[src/rtl/bcp_pkg.sv]
// ---------------------------------------------------------------------------
// bcp_pkg
// Shared types and default sizes for the BCP implication queue.
//   bcp_impq_state_e : queue controller state (RUN accepts/applies, HALT
//                      freezes everything after a conflict)
//   bcp_imp_t        : one queued implication {variable index, forced value}
//   BCP_VAR_NUM / BCP_DEPTH / BCP_IDX_W : default sizes
// ---------------------------------------------------------------------------
package bcp_pkg;

    localparam int BCP_VAR_NUM = 8;
    localparam int BCP_DEPTH   = 8;
    localparam int BCP_IDX_W   = $clog2(BCP_VAR_NUM);

    typedef enum logic {
        RUN  = 1'b0,
        HALT = 1'b1
    } bcp_impq_state_e;

    // "var" is a reserved word, so the index field is var_idx.
    typedef struct packed {
        logic [BCP_IDX_W-1:0] var_idx;
        logic                 value;
    } bcp_imp_t;

endpackage

[src/rtl/bcp_sync_fifo.sv]
// ---------------------------------------------------------------------------
// bcp_sync_fifo
// Small synchronous FIFO of implications. Head entry is visible on dout
// combinationally so an entry written at one edge can be popped at the next.
// Ports:
//   clk, srst        : clock, synchronous active-high reset (empties FIFO)
//   push, din        : write request/data (ignored when full)
//   pop, dout        : read request (ignored when empty) / head entry
//   full, empty      : occupancy flags
//   count            : occupancy, 0..DEPTH
// Pointers are $clog2(DEPTH) wide and wrap naturally (DEPTH is a power of
// two); the count is kept separately so full and empty are unambiguous.
// ---------------------------------------------------------------------------
module bcp_sync_fifo
    import bcp_pkg::*;
#(
    parameter type T     = bcp_imp_t,
    parameter int  DEPTH = BCP_DEPTH,
    localparam int PTR_W = $clog2(DEPTH),
    localparam int CNT_W = PTR_W + 1
) (
    input  logic             clk,
    input  logic             srst,
    input  logic             push,
    input  T                 din,
    input  logic             pop,
    output T                 dout,
    output logic             full,
    output logic             empty,
    output logic [CNT_W-1:0] count
);

    T                 mem [DEPTH];
    logic [PTR_W-1:0] wr_ptr_reg;
    logic [PTR_W-1:0] rd_ptr_reg;
    logic [CNT_W-1:0] count_reg;
    logic             do_push;
    logic             do_pop;

    assign full    = (count_reg == CNT_W'(DEPTH));
    assign empty   = (count_reg == '0);
    assign count   = count_reg;
    assign dout    = mem[rd_ptr_reg];
    assign do_push = push & ~full & ~srst;
    assign do_pop  = pop & ~empty & ~srst;

    // Storage carries no reset; only the pointers define what is valid.
    always_ff @(posedge clk) begin
        if (do_push) begin
            mem[wr_ptr_reg] <= din;
        end
    end

    always_ff @(posedge clk) begin
        if (srst) begin
            wr_ptr_reg <= '0;
            rd_ptr_reg <= '0;
            count_reg  <= '0;
        end else begin
            if (do_push) begin
                wr_ptr_reg <= wr_ptr_reg + 1'b1;
            end
            if (do_pop) begin
                rd_ptr_reg <= rd_ptr_reg + 1'b1;
            end
            count_reg <= count_reg + CNT_W'(do_push) - CNT_W'(do_pop);
        end
    end

endmodule

[src/rtl/bcp_implication_queue.sv]
// ---------------------------------------------------------------------------
// bcp_implication_queue
// Collects unit implications from the clause checkers, drops duplicates,
// flags conflicting implications (sticky, halts the queue), buffers the
// rest and applies one per cycle to the assignment/free vectors.
// Ports:
//   clock, reset, clear       : clock; sync active-high reset; clear = reset
//   imp_valid/imp_var/imp_value/imp_ready : implication handshake
//   assignment, free          : solver variable state (free=1 -> unassigned)
//   apply_valid, apply_var    : pulse after each applied implication
//   conflict, conflict_var    : sticky conflict and offending variable
//   busy, q_count             : FIFO non-empty / occupancy
//   stat_applied, stat_dropped: saturating counters, only when the macro
//                               BCP_IMPQ_STATS_EN is defined
// ---------------------------------------------------------------------------
module bcp_implication_queue
    import bcp_pkg::*;
#(
    parameter int VAR_NUM = BCP_VAR_NUM,
    parameter int IDX_W   = $clog2(VAR_NUM),
    parameter int DEPTH   = BCP_DEPTH
) (
    input  logic                   clock,
    input  logic                   reset,
    input  logic                   clear,
    input  logic                   imp_valid,
    input  logic [IDX_W-1:0]       imp_var,
    input  logic                   imp_value,
    output logic                   imp_ready,
    output logic [VAR_NUM-1:0]     assignment,
    output logic [VAR_NUM-1:0]     free,
    output logic                   apply_valid,
    output logic [IDX_W-1:0]       apply_var,
    output logic                   conflict,
    output logic [IDX_W-1:0]       conflict_var,
    output logic                   busy,
    output logic [$clog2(DEPTH):0] q_count
`ifdef BCP_IMPQ_STATS_EN
    ,
    output logic [15:0]            stat_applied,
    output logic [15:0]            stat_dropped
`endif
);

    localparam int CNT_W = $clog2(DEPTH) + 1;

    typedef struct packed {
        logic [IDX_W-1:0] var_idx;
        logic             value;
    } imp_t;

    logic               srst;
    bcp_impq_state_e    state_reg, state_next;
    logic [VAR_NUM-1:0] assignment_reg, free_reg;
    logic [VAR_NUM-1:0] pending_mask_reg, pending_val_reg;
    logic               apply_valid_reg;
    logic [IDX_W-1:0]   apply_var_reg;
    logic               conflict_reg;
    logic [IDX_W-1:0]   conflict_var_reg;

    imp_t               head, push_data;
    logic               fifo_full, fifo_empty;
    logic [CNT_W-1:0]   fifo_count;
    logic               in_range, accept, dup_hit, conf_hit;
    logic               enq, drop_dup, conf_now, pop;

    assign srst = reset | clear;

    // Indices past VAR_NUM can only occur when VAR_NUM is not a power of two.
    generate
        if (VAR_NUM >= (1 << IDX_W)) begin : g_range_full
            assign in_range = 1'b1;
        end else begin : g_range_part
            assign in_range = ({1'b0, imp_var} < (IDX_W+1)'(VAR_NUM));
        end
    endgenerate

    // Filtering uses pre-edge state, so an implication on the variable being
    // popped this cycle still sees it as pending.
    assign dup_hit  = (~free_reg[imp_var] & (assignment_reg[imp_var] == imp_value))
                    | (pending_mask_reg[imp_var] & (pending_val_reg[imp_var] == imp_value));
    assign conf_hit = (~free_reg[imp_var] & (assignment_reg[imp_var] != imp_value))
                    | (pending_mask_reg[imp_var] & (pending_val_reg[imp_var] != imp_value));

    assign imp_ready = (state_reg == RUN) & ~fifo_full;
    assign accept    = imp_valid & imp_ready;
    assign conf_now  = accept & in_range & conf_hit;
    assign drop_dup  = accept & in_range & dup_hit & ~conf_hit;
    assign enq       = accept & in_range & ~dup_hit & ~conf_hit;
    // The queue freezes on the conflict edge itself: the pending head is not
    // applied, leaving the vectors exactly as they were when the clash arrived.
    assign pop       = (state_reg == RUN) & ~fifo_empty & ~conf_now;

    assign push_data.var_idx = imp_var;
    assign push_data.value   = imp_value;

    bcp_sync_fifo #(
        .T     (imp_t),
        .DEPTH (DEPTH)
    ) u_fifo (
        .clk   (clock),
        .srst  (srst),
        .push  (enq),
        .din   (push_data),
        .pop   (pop),
        .dout  (head),
        .full  (fifo_full),
        .empty (fifo_empty),
        .count (fifo_count)
    );

    always_comb begin
        state_next = state_reg;
        case (state_reg)
            RUN:     if (conf_now) state_next = HALT;
            HALT:    state_next = HALT;
            default: state_next = RUN;
        endcase
    end

    always_ff @(posedge clock) begin
        if (srst) begin
            state_reg        <= RUN;
            assignment_reg   <= '0;
            free_reg         <= '1;
            pending_mask_reg <= '0;
            pending_val_reg  <= '0;
            apply_valid_reg  <= 1'b0;
            apply_var_reg    <= '0;
            conflict_reg     <= 1'b0;
            conflict_var_reg <= '0;
        end else begin
            state_reg       <= state_next;
            apply_valid_reg <= pop;
            if (pop) begin
                assignment_reg[head.var_idx]   <= head.value;
                free_reg[head.var_idx]         <= 1'b0;
                pending_mask_reg[head.var_idx] <= 1'b0;
                apply_var_reg                  <= head.var_idx;
            end
            // A pushed variable is never the popped one (that would be a
            // duplicate or conflict), so these writes cannot collide.
            if (enq) begin
                pending_mask_reg[imp_var] <= 1'b1;
                pending_val_reg[imp_var]  <= imp_value;
            end
            if (conf_now) begin
                conflict_reg     <= 1'b1;
                conflict_var_reg <= imp_var;
            end
        end
    end

    assign assignment   = assignment_reg;
    assign free         = free_reg;
    assign apply_valid  = apply_valid_reg;
    assign apply_var    = apply_var_reg;
    assign conflict     = conflict_reg;
    assign conflict_var = conflict_var_reg;
    assign busy         = ~fifo_empty;
    assign q_count      = fifo_count;

`ifdef BCP_IMPQ_STATS_EN
    logic [15:0] stat_applied_reg, stat_dropped_reg;

    always_ff @(posedge clock) begin
        if (srst) begin
            stat_applied_reg <= '0;
            stat_dropped_reg <= '0;
        end else begin
            if (pop && stat_applied_reg != 16'hFFFF) begin
                stat_applied_reg <= stat_applied_reg + 16'd1;
            end
            if (drop_dup && stat_dropped_reg != 16'hFFFF) begin
                stat_dropped_reg <= stat_dropped_reg + 16'd1;
            end
        end
    end

    assign stat_applied = stat_applied_reg;
    assign stat_dropped = stat_dropped_reg;
`else
    logic unused_drop;
    assign unused_drop = drop_dup;
`endif

endmodule

[config.mk]
export PLATFORM = sky130hd
export DESIGN_NAME = bcp_implication_queue
export DESIGN_NICKNAME = d
export VERILOG_FILES = /design/src/rtl/bcp_pkg.sv /design/src/rtl/bcp_sync_fifo.sv /design/src/rtl/bcp_implication_queue.sv
export SDC_FILE = /design/constraint.sdc
export NUM_CORES = 1
export LEC_CHECK = 0
export ABC_AREA = 1
export CAP_MARGIN = 40
export CORE_ASPECT_RATIO = 1.1
export CORE_MARGIN = 2
export CORE_UTILIZATION = 25
export DETAILED_ROUTE_END_ITERATION = 10
export GPL_TIMING_DRIVEN = 0
export PLACE_DENSITY_LB_ADDON = 0.3
export SLEW_MARGIN = 0
export SYNTH_ARGS = -nofsm -noshare
export SYNTH_HDL_FRONTEND = slang
export SYNTH_SLANG_ARGS = --single-unit
[constraint.sdc]
create_clock -name clock -period 2.9 [get_ports clock]
set_input_delay 0.435 -clock clock [delete_from_list [all_inputs] [get_ports clock]]
set_output_delay 0.435 -clock clock [all_outputs]
set_load 0.005 [all_outputs]
==> impl_summary.md <==
Logic synthesis
The area fraction in compound gates after synthesis is 10.87%. For this run, the number of Yosys warnings is 0. After synthesis, the cell types taking the most area are sky130_fd_sc_hd__dfxtp_1, sky130_fd_sc_hd__edfxtp_1, sky130_fd_sc_hd__nand2_1, sky130_fd_sc_hd__nor2_1, sky130_fd_sc_hd__inv_1.

The synthesized design contains 86 register bits. Yosys mapped a number of flops with a built-in enable equal to 32. The average cell area after synthesis is 7.900 sq um. The proportion of synthesized area in mux cells is 0%. The prevailing post-synth register cell is sky130_fd_sc_hd__dfxtp_1.

The adder-cell share of the synthesized area is 3.078%. The largest family of logic cells by synthesized area is simple AND/OR/NAND/NOR gates. The cell accounting for the most synthesized area is sky130_fd_sc_hd__dfxtp_1. The netlist uses 26 different library cells. The net count after synthesis is 511.

The simple-gate portion of the synthesized area is 25.52%. Summing the areas of all xor and xnor instances in the mapped netlist gives 0% of the synthesized area. The number of standard cells after synthesis is 494. The mapped netlist covers 0.003902 sq mm.

The sequential area share after synthesis is 52.32%. In this run the biggest area consumer among cell types represents 27.70% of the synthesized area. Of all flip-flops after synthesis, the portion carrying an async set or reset was 0%.

Critical path
The dominant delay contributor by cell family on the critical path is simple AND/OR/NAND/NOR gates. The worst register-to-register path has a setup slack of 0.22 ns. The critical path is of the reg -> reg type. The master of the slowest instance on the critical path is sky130_fd_sc_hd__nor3_1.

At the worst endpoint, the required time is 2.87 ns. The delay of the slowest critical-path stage is 0.52 ns. Of all nets on the critical path, the largest fanout is 10. The buffering stage count on the worst path with inverters included is 2.

In this run the critical register-to-register path is launched from u_fifo.count[2]$_SDFF_PP0_. STA classifies the critical path startpoint as a register. At the worst endpoint, the arrival time is 2.66 ns. Traced cell by cell, the critical path runs through inv_1 -> ha_1 -> a31oi_1 -> nand2_1 -> nor3_4 -> inv_4 -> nor2_8 -> nand2_2 -> nor3_1. The kind of end point of the critical path is a register. The depth of the worst register-to-register path is 9.

The worst register-to-register path ends at u_fifo.mem[1][3]$_DFFE_PP_.

Timing
For the pin with the worst max-slew slack, the measured transition is 0.6881 ns. The tightest hold margin is 0.3770 ns. Static timing analysis puts the maximum clock frequency at 0.3728 GHz. The clock arrives with 0.007829 ns of skew. The final count of negative-setup-slack endpoints is 0.

Setup repair after global routing could not meet its margin everywhere. The max-slew violation total from the final report is 0. The remaining max-slew budget at the tightest pin is 53.82%. The number of endpoints with negative hold slack in the final report came to 0.

Dividing the final minimum period by the clock period gives 92.49%. The minimum period implied by the final worst setup slack is 2.682 ns. The accumulated negative setup slack is 0 ns.

Finish
The sequential cell area in the final layout is 0.002042 sq mm. The register bank with the most flops is u_fifo.mem. The share of layout cells above drive strength 1 is 9.472%. The number of antenna diodes is 0. The filler cells instantiated in the layout total 1598. For this run, the post-layout net count is 561. The register with the most flip-flops in the layout has 32 of them.

Summing all multi-input logic gate instances after layout gives 0.001583 sq mm. The area growth from synthesis to layout is 25.36%.

Clocking
The CTS H-tree depth is 3. The clock root buffer master is sky130_fd_sc_hd__clkbuf_16. In this run, post-CTS hold repair placed 0 buffers. After clock tree synthesis, the clock-pin slew on the worst setup and hold paths is 0.07 ns.

The clock reaches the later pin of the worst-skew pair after 0.34 ns. Counting the buffers created by CTS gives 9. The maximum root-to-sink buffer count is 2. TritonCTS built the clock tree. The clock sink count is 86.

Global routing
Entering global routing, the biggest net connects 17 pins. The via count of the first global-routing pass was 3200. The total routing usage reported by global routing is 12.62%.

The initial antenna violation count is 0. The remaining global-route overflow is 0. The wire length of the first global-routing pass is 15.99 mm.

Floorplan
During I/O placement, the number of pins put on the boundary was 38. The placement row count is 47. The initial utilization of the core area, before any placement, comes to 25.72%. The die covers 0.01663 sq mm.

The total area inside the core boundary comes to 0.01517 sq mm. In this run the vertical extent of the chip is 135.0 um. In this run the horizontal extent of the chip is 123.1 um.

Place
Routability-driven placement finished with a final weighted congestion of 0.8394. During placement, the flow inserted port buffers numbering 37. Summed over all nets, the half-perimeter wirelength after detailed placement is 7.504 mm.

Detailed routing
The uppermost layer routed is met4. The number of remaining DRC errors is 0. The detailed router placed 3294 vias in this run. In the routed layout, each cell is associated on average with a via count of 4.421.

The routed design uses 345 um of met3 wire. The number of DRC violations after detailed-routing iteration 0 is 220. The detail route stage leaves a number of antenna-violating nets equal to 0. The total wirelength of the detailed-routed design is 10.10 mm.

For this run, the detailed router's first-pass iteration total came to 4. After detailed routing, the met2 layer carries 5.056 mm of wire. In the final routed layout, each cell accounts on average for 13.56 um. The met1 layer wirelength in the final routing is 4.472 mm.

Min path
Along the worst hold path, the cell count comes to 1. The worst hold path terminates at u_fifo.mem[1][2]$_DFFE_PP_. The worst hold-check path type is in -> reg.

The critical hold path startpoint is imp_var[1].

Job
Across the run, the number of max-cap violations was 0.

Power
The cell leakage power is 1.949 nW. The power density over cell area is 538.6 mW/mm^2. VDD sags by at most 0.0002956 V.

Outcome
The run finished with clean final reports.
==> kinds of logic (layout without fill, tap and decap cells) <==
logic type,after synthesis,in the layout
fa+ha+maj,9,9
flops,86,86
simple gates,240,240
buf+inv,77,132
compound gates,82,82
==> worst reg2reg max path, delay by kind of cell (launching register included) <==
kind / cells / cell delay [ns]
and+or+nand+nor: 5 / 1.40
DFF: 1 / 0.34
AOI/OAI and AO/OA: 1 / 0.21
adders and majority gates: 1 / 0.20
buffers and inverters: 2 / 0.18
==> power by group <==
part | internal [mW] | total, mW | switching, mW
Combinational | 0.0652 | 0.195 | 0.130
Sequential | 1.26 | 1.27 | 0.00561
Clock | 0.677 | 1.17 | 0.497
==> cell usage in the layout (no fill, tap or decap), types with 2 or more instances in the layout <==
cell / count
sky130_fd_sc_hd__nand2_1: 125
sky130_fd_sc_hd__nor2_1: 66
sky130_fd_sc_hd__dfxtp_1: 54
sky130_fd_sc_hd__inv_1: 53
sky130_fd_sc_hd__o21ai_0: 38
sky130_fd_sc_hd__clkdlybuf4s50_1: 33
sky130_fd_sc_hd__a21oi_1: 32
sky130_fd_sc_hd__edfxtp_1: 32
sky130_fd_sc_hd__nand3_1: 23
sky130_fd_sc_hd__buf_4: 11
sky130_fd_sc_hd__clkbuf_16: 9
sky130_fd_sc_hd__nand4_1: 8
sky130_fd_sc_hd__ha_1: 8
sky130_fd_sc_hd__clkbuf_1: 7
sky130_fd_sc_hd__o21ai_1: 6
sky130_fd_sc_hd__nor3_1: 5
sky130_fd_sc_hd__inv_2: 3
sky130_fd_sc_hd__nand2_2: 3
sky130_fd_sc_hd__nor3_2: 3
sky130_fd_sc_hd__nor2_2: 2
sky130_fd_sc_hd__a31oi_1: 2
sky130_fd_sc_hd__clkinvlp_4: 2
sky130_fd_sc_hd__nor2_4: 2
sky130_fd_sc_hd__buf_2: 2
sky130_fd_sc_hd__clkinv_4: 2
sky130_fd_sc_hd__clkbuf_4: 2
==> timing repair <==
| item | CTS | global route |
|---|---|---|
| pin swaps | 0 | 1 |
| buffers inserted | 0 | 2 |
| setup endpoints to repair | 36 | 35 |
| resized for setup | 21 | 19 |
==> layout make-up <==
type | count | area share (%)
Clock inverter | 7 | 1.637
Sequential cell | 86 | 41.74
Tap cell | 196 | 5.013
Clock buffer | 9 | 4.604
Multi-Input combinational cell | 331 | 32.35
Inverter | 58 | 4.578
Buffer | 19 | 2.379
Timing Repair Buffer | 39 | 7.698
==> worst max path at each step <==
stage                                          start                         end  slack (ns)  cells past startpoint
after global routing      u_fifo.count[2]$_SDFF_PP0_  u_fifo.mem[1][3]$_DFFE_PP_       -0.04                      9
after global placement                    imp_var[2]  u_fifo.count[2]$_SDFF_PP0_       -1.08                     20
after detailed placement                  imp_var[2]  u_fifo.count[2]$_SDFF_PP0_       -1.09                     20
final                     u_fifo.count[2]$_SDFF_PP0_  u_fifo.mem[1][3]$_DFFE_PP_        0.22                      9
after CTS                                 imp_var[0]  u_fifo.mem[0][3]$_DFFE_PP_       0.006                     15
after floorplan                           imp_var[1]  u_fifo.count[2]$_SDFF_PP0_        0.23                     20
==> synthesized netlist by cell type, types with 2 or more instances <==
master	count
sky130_fd_sc_hd__nand4_1	8
sky130_fd_sc_hd__edfxtp_1	32
sky130_fd_sc_hd__a21oi_1	32
sky130_fd_sc_hd__o21ai_0	40
sky130_fd_sc_hd__inv_1	54
sky130_fd_sc_hd__buf_2	5
sky130_fd_sc_hd__dfxtp_1	54
sky130_fd_sc_hd__buf_4	6
sky130_fd_sc_hd__nand2_1	126
sky130_fd_sc_hd__nor2_1	70
sky130_fd_sc_hd__nor3_1	8
sky130_fd_sc_hd__inv_2	3
sky130_fd_sc_hd__nand3_1	23
sky130_fd_sc_hd__a31oi_1	2
sky130_fd_sc_hd__ha_1	8
sky130_fd_sc_hd__o21ai_1	4
sky130_fd_sc_hd__nand2_2	3
sky130_fd_sc_hd__clkbuf_1	8
==> layer usage <==
layer / track usage (%) / up-vias
met3: 2.196 / 16
met5: 0 / -
met1: 15.78 / 1527
met2: 21.06 / 54
li1: - / 1697
met4: 5.745 / 0
==> per-stage QoR <==
step	total power [mW]	utilization (%)	cells	worst slack (ns)	area, sq um
3_3_place_gp	1.477	29.78	727	-1.076	4518
3_5_place_dp	1.479	29.78	727	-1.092	4518
6_report	2.635	32.24	745	0.2179	4892
5_1_grt	2.732	32.24	745	-0.03530	4892
4_1_cts	2.657	31.83	743	0.005572	4830
2_1_floorplan	1.408	-	494	0.2326	3902
Note: power is estimated with default switching activity, not from simulation.
